[src/rtl/alu4_pkg.sv]
// Shared definitions for the small ALU/divider blocks.
//   state_t       : FSM state encoding used by div4_seq (IDLE=0, RUN=1, DONE=2)
//   DEFAULT_WIDTH : default operand width in bits
package alu4_pkg;

    localparam int DEFAULT_WIDTH = 4;

    typedef enum logic [1:0] {
        IDLE = 2'd0,
        RUN  = 2'd1,
        DONE = 2'd2
    } state_t;

endpackage

[src/rtl/sub_borrow.sv]
// Combinational ripple-borrow subtractor: difference = a - b.
// Ports:
//   a, b        : W-bit unsigned operands
//   difference  : W-bit result (modulo 2^W)
//   borrow_out  : high when a < b
module sub_borrow #(
    parameter int W = 5
) (
    input  logic [W-1:0] a,
    input  logic [W-1:0] b,
    output logic [W-1:0] difference,
    output logic         borrow_out
);

    logic [W:0] borrow_chain;

    assign borrow_chain[0] = 1'b0;

    genvar gi;
    generate
        for (gi = 0; gi < W; gi++) begin : g_bit
            assign difference[gi]     = a[gi] ^ b[gi] ^ borrow_chain[gi];
            assign borrow_chain[gi+1] = (~a[gi] & b[gi]) |
                                        (~(a[gi] ^ b[gi]) & borrow_chain[gi]);
        end
    endgenerate

    assign borrow_out = borrow_chain[W];

endmodule

[src/rtl/div4_seq.sv]
// Sequential restoring divider, one quotient bit per clock, MSB first.
// Ports:
//   clk          : clock, rising edge
//   rst_n        : asynchronous reset, active low
//   start        : begin a division (accepted in IDLE or DONE only)
//   dividend     : unsigned dividend, sampled when start is accepted
//   divisor      : unsigned divisor, sampled when start is accepted
//   busy         : high while the division is running (start ignored)
//   done         : one-cycle pulse, results valid
//   quotient     : unsigned quotient
//   remainder    : unsigned remainder
//   div_by_zero  : last accepted division had a zero divisor
// WIDTH must be at least 2.
module div4_seq
    import alu4_pkg::*;
#(
    parameter int WIDTH = DEFAULT_WIDTH
) (
    input  logic             clk,
    input  logic             rst_n,
    input  logic             start,
    input  logic [WIDTH-1:0] dividend,
    input  logic [WIDTH-1:0] divisor,
    output logic             busy,
    output logic             done,
    output logic [WIDTH-1:0] quotient,
    output logic [WIDTH-1:0] remainder,
    output logic             div_by_zero
);

    localparam int CW = $clog2(WIDTH + 1);

    state_t           state_reg;
    logic [CW-1:0]    cnt_reg;
    logic [WIDTH-1:0] dvd_reg;   // dividend bits still to be shifted in, MSB first
    logic [WIDTH-1:0] dvs_reg;
    logic [WIDTH-1:0] rem_reg;   // working partial remainder
    logic [WIDTH-1:0] quo_reg;   // working quotient

    logic [WIDTH:0]   partial;
    logic [WIDTH:0]   diff;
    logic             borrow;
    logic [WIDTH-1:0] rem_step;
    logic [WIDTH-1:0] quo_step;
    logic             unused_diff_msb;

    // Shift the next dividend bit into the partial remainder, then trial-subtract.
    assign partial = {rem_reg, dvd_reg[WIDTH-1]};

    sub_borrow #(
        .W(WIDTH + 1)
    ) u_sub (
        .a          (partial),
        .b          ({1'b0, dvs_reg}),
        .difference (diff),
        .borrow_out (borrow)
    );

    // partial < 2*divisor, so a successful subtract always fits in WIDTH bits
    // and the difference MSB is zero.
    assign unused_diff_msb = diff[WIDTH];
    assign rem_step        = borrow ? partial[WIDTH-1:0] : diff[WIDTH-1:0];
    assign quo_step        = {quo_reg[WIDTH-2:0], ~borrow};

    always_ff @(posedge clk or negedge rst_n) begin
        if (!rst_n) begin
            state_reg   <= IDLE;
            cnt_reg     <= '0;
            dvd_reg     <= '0;
            dvs_reg     <= '0;
            rem_reg     <= '0;
            quo_reg     <= '0;
            busy        <= 1'b0;
            done        <= 1'b0;
            quotient    <= '0;
            remainder   <= '0;
            div_by_zero <= 1'b0;
        end else begin
            case (state_reg)
                IDLE, DONE: begin
                    if (start) begin
                        dvd_reg <= dividend;
                        dvs_reg <= divisor;
                        rem_reg <= '0;
                        quo_reg <= '0;
                        cnt_reg <= '0;
                        if (divisor == '0) begin
                            // Nothing to iterate: report immediately.
                            state_reg   <= DONE;
                            busy        <= 1'b0;
                            done        <= 1'b1;
                            quotient    <= '1;
                            remainder   <= dividend;
                            div_by_zero <= 1'b1;
                        end else begin
                            state_reg   <= RUN;
                            busy        <= 1'b1;
                            done        <= 1'b0;
                            quotient    <= '0;
                            remainder   <= '0;
                            div_by_zero <= 1'b0;
                        end
                    end else begin
                        state_reg <= IDLE;
                        done      <= 1'b0;
                    end
                end

                RUN: begin
                    rem_reg <= rem_step;
                    quo_reg <= quo_step;
                    dvd_reg <= dvd_reg << 1;
                    if (cnt_reg == CW'(WIDTH - 1)) begin
                        // Last bit: publish the results directly from this step.
                        state_reg <= DONE;
                        cnt_reg   <= '0;
                        busy      <= 1'b0;
                        done      <= 1'b1;
                        quotient  <= quo_step;
                        remainder <= rem_step;
                    end else begin
                        cnt_reg <= cnt_reg + CW'(1);
                    end
                end

                default: begin
                    state_reg <= IDLE;
                    busy      <= 1'b0;
                    done      <= 1'b0;
                end
            endcase
        end
    end

endmodule

[config.mk]
export PLATFORM = sky130hd
export DESIGN_NAME = div4_seq
export DESIGN_NICKNAME = d
export VERILOG_FILES = /design/src/rtl/alu4_pkg.sv /design/src/rtl/sub_borrow.sv /design/src/rtl/div4_seq.sv
export SDC_FILE = /design/constraint.sdc
export NUM_CORES = 1
export LEC_CHECK = 0
export ABC_AREA = 1
export ABC_CLOCK_PERIOD_IN_PS = 6350
export BUFFER_PORTS_ARGS = -buffer_cell sky130_fd_sc_hd__buf_2
export CORE_UTILIZATION = 35
export DETAILED_ROUTE_END_ITERATION = 8
export GPL_ROUTABILITY_DRIVEN = 0
export PLACE_DENSITY = 0.62
export SYNTH_ARGS = -nofsm -noshare
export SYNTH_HDL_FRONTEND = slang
export SYNTH_SLANG_ARGS = --single-unit
[constraint.sdc]
create_clock -name clk -period 6.35 [get_ports clk]
set_clock_uncertainty 0.1 [all_clocks]
set_input_delay 1.5875 -clock clk [delete_from_list [all_inputs] [get_ports clk]]
set_output_delay 1.5875 -clock clk [all_outputs]
set_load 0.005 [all_outputs]
==> impl_metrics.csv <==
group,metric,value,unit
critical_path,crit_slowest_cell,"dfrtp_1",
cts,cts_buffers,5,
logic_synthesis,synth_area,1450,um2
critical_path,endpoint_kind,"output pin",
routing,postRouteAntennaNets,0,
critical_path,path_max_fanout,3,
routing,via_per_inst,4.50,
logic_synthesis,syn_inst,169,
power,vdd_drop_max,247,uV
timing,tightest_slew,0.658,ns
critical_path,rrSetupSlack,3.92,ns
power,p_int,0.539,mW
placement,dp_hpwl,2030,um
logic_synthesis,synth_warnings,0,
timing,setup_violations,0,
critical_path,worstPathCellList,"buf_2",
routing,drc,0,
floorplanning,ios,22,
final_layout,nFillCells,412,
routing,wl_per_cell,11.5,um
timing,max_freq,387,MHz
routing,drtIter0Drc,26,
critical_path,critPathKind,"flip-flop to output pin",
global_routing,overflow,0,
floorplanning,die_area,4400,um2
final_layout,num-nets-final,211,
global_routing,antenna_found_initial,0,
logic_synthesis,synth_edf_count,0,
timing,fin_hold_ws,0.374,ns
power,clkPwrFrac,19.3,%
power,p_leak,0.953,nW
logic_synthesis,synth_seq_cells,30,
logic_synthesis,synthArstFlopShare,100,%
min_path,worst_hold_path_type,"flip-flop to flip-flop",
cts,cts-hold-fix-buffers,0,
cts,cts_buffer_depth,2,
floorplanning,rows,23,
routing,routed_wl,2820,um
global_routing,grt_max_degree,31,
final_layout,drive_above_1_share,19.4,%
global_routing,grt_util_all_layers,15.5,%
power,power.switching,0.382,mW
cts,post-cts-setup-buffers,0,
global_routing,grt_pass1_wl,4930,um
logic_synthesis,synth_ff_type,"dfrtp_1",
cts,clock-sinks,30,
cts,root_buffer,"clkbuf_8",
final_layout,synthToLayoutAreaGrowth,18.0,%
power,p_comb_share,46.1,%
timing,hold_violations,0,
flow_run,maxCapViolations,0,
final_layout,diodes,0,
placement,numPortBuffers,21,
timing,finalCritPeriodShare,40.6,%
timing,drv_slew,0,
floorplanning,start_util,36.3,%
floorplanning,core_region_area,4000,um2
cts,clkLatencyLatePin,0.28,ns
timing,slew_headroom,56.1,%
critical_path,arrival,0.89,ns
cts,clk_pin_slew,0.06,ns
timing,setup_tns,0,ns
critical_path,path_buf_inv,1,
critical_path,worstPathRequired,4.66,ns
logic_synthesis,seq_area_frac_synth,51.8,%
logic_synthesis,synth_cell_types,22,
routing,routed-via-count,1107,
routing,first_pass_iters,4,
status,status,"completed",
timing,rsz0062_at_grt,"false",
critical_path,crit_family,"flip-flops",
cts,htreeDepth,2,
timing,period_needed,2.58,ns
floorplanning,die_x,66.4,um
critical_path,max_stage_delay,0.45,ns
critical_path,startpoint_type,"flip-flop",
cts,tritoncts,"yes",
power,pwr-share-seq,34.6,%
floorplanning,die_height,66.4,um
logic_synthesis,syn_nets,185,
cts,cts_resized,0,
power,power.density,539,nW/um2
power,swShare,41.5,%
global_routing,grt_pass1_vias,1102,
logic_synthesis,synth_area_per_cell,8.58,um2
## logic make-up after synthesis
group / count (synthesis) / synth area share (%)
AND/OR/NAND/NOR: 88 / 26.6
adder cells (fa/ha/maj): 5 / 5.87
AO/OA/AOI/OAI: 19 / 7.85
buffers and inverters: 27 / 7.94
flip-flops: 30 / 51.8
## power by group through the flow
stage | sequential, mW | combinational (mW) | clock (mW)
after global routing | 0.329 | 0.491 | 0.191
after global placement | 0.321 | 0.423 | 0
final | 0.319 | 0.425 | 0.178
after floorplan | 0.319 | 0.324 | 0
after detailed placement | 0.323 | 0.426 | 0
after CTS | 0.320 | 0.432 | 0.182
## cells in the final DEF, fill, tap and decap left out, drive strengths merged, types with 3 or more instances in the layout
cell type and n:
clkbuf 8, nand3 8, fa 3, nor2 6, o211ai 3, dfrtp 30, buf 21, inv 25
nand2 74, o21ai 11
## synth_stat cells (2+ instances only)
cell      instances  area [um2]
a21oi_1           2        10.0
dfrtp_1          30         751
fa_1              3        60.1
ha_1              2        25.0
inv_1            22        82.6
inv_2             2        7.51
nand2_1          70         263
nand2_2           2        12.5
nand3_1           8        40.0
nor2_1            5        18.8
o211ai_1          3        22.5
o21ai_0          10        50.1
## metrics by stage
step           setup slack, ns  total power [mW]  util [%]  cells  cell area [um2]
5_1_grt                   3.73              1.01      42.8    246             1710
2_1_floorplan             3.98             0.643         -    169             1450
6_report                  3.77             0.922      42.8    246             1710
3_3_place_gp              3.69             0.744      40.0    238             1600
3_5_place_dp              3.67             0.749      40.0    238             1600
4_1_cts                   3.75             0.934      42.8    246             1710
## metal layers
layer	track usage, %	vias up	part of all wire (%)
met1	19.2	502	50
li1	-	572	-
met3	3.79	7	4.6
met4	8.78	0	2.6
met5	0	-	0
met2	24.5	26	43
## cell type report
cell class	count	area [um2]	area share, %
sequential	30	751	43.9
inverter	25	98.8	5.77
multi-input combinational	112	584	34.1
clock buffer	8	110	6.43
tap	50	62.6	3.65
timing repair buffer	21	105	6.14
## final timing paths
check                          endpoint  cells past startpoint    startpoint
min in group asynchronous    dvd_reg[1]                      1         rst_n
max in group asynchronous    quo_reg[1]                      1         rst_n
hold / removal               quo_reg[2]                      2    quo_reg[2]
setup / recovery                   done                      1  state_reg[1]
setup reg to reg           remainder[1]                     13    dvd_reg[3]
hold reg to reg              quo_reg[2]                      2    quo_reg[2]
Note: power is estimated with default switching activity, not from simulation.
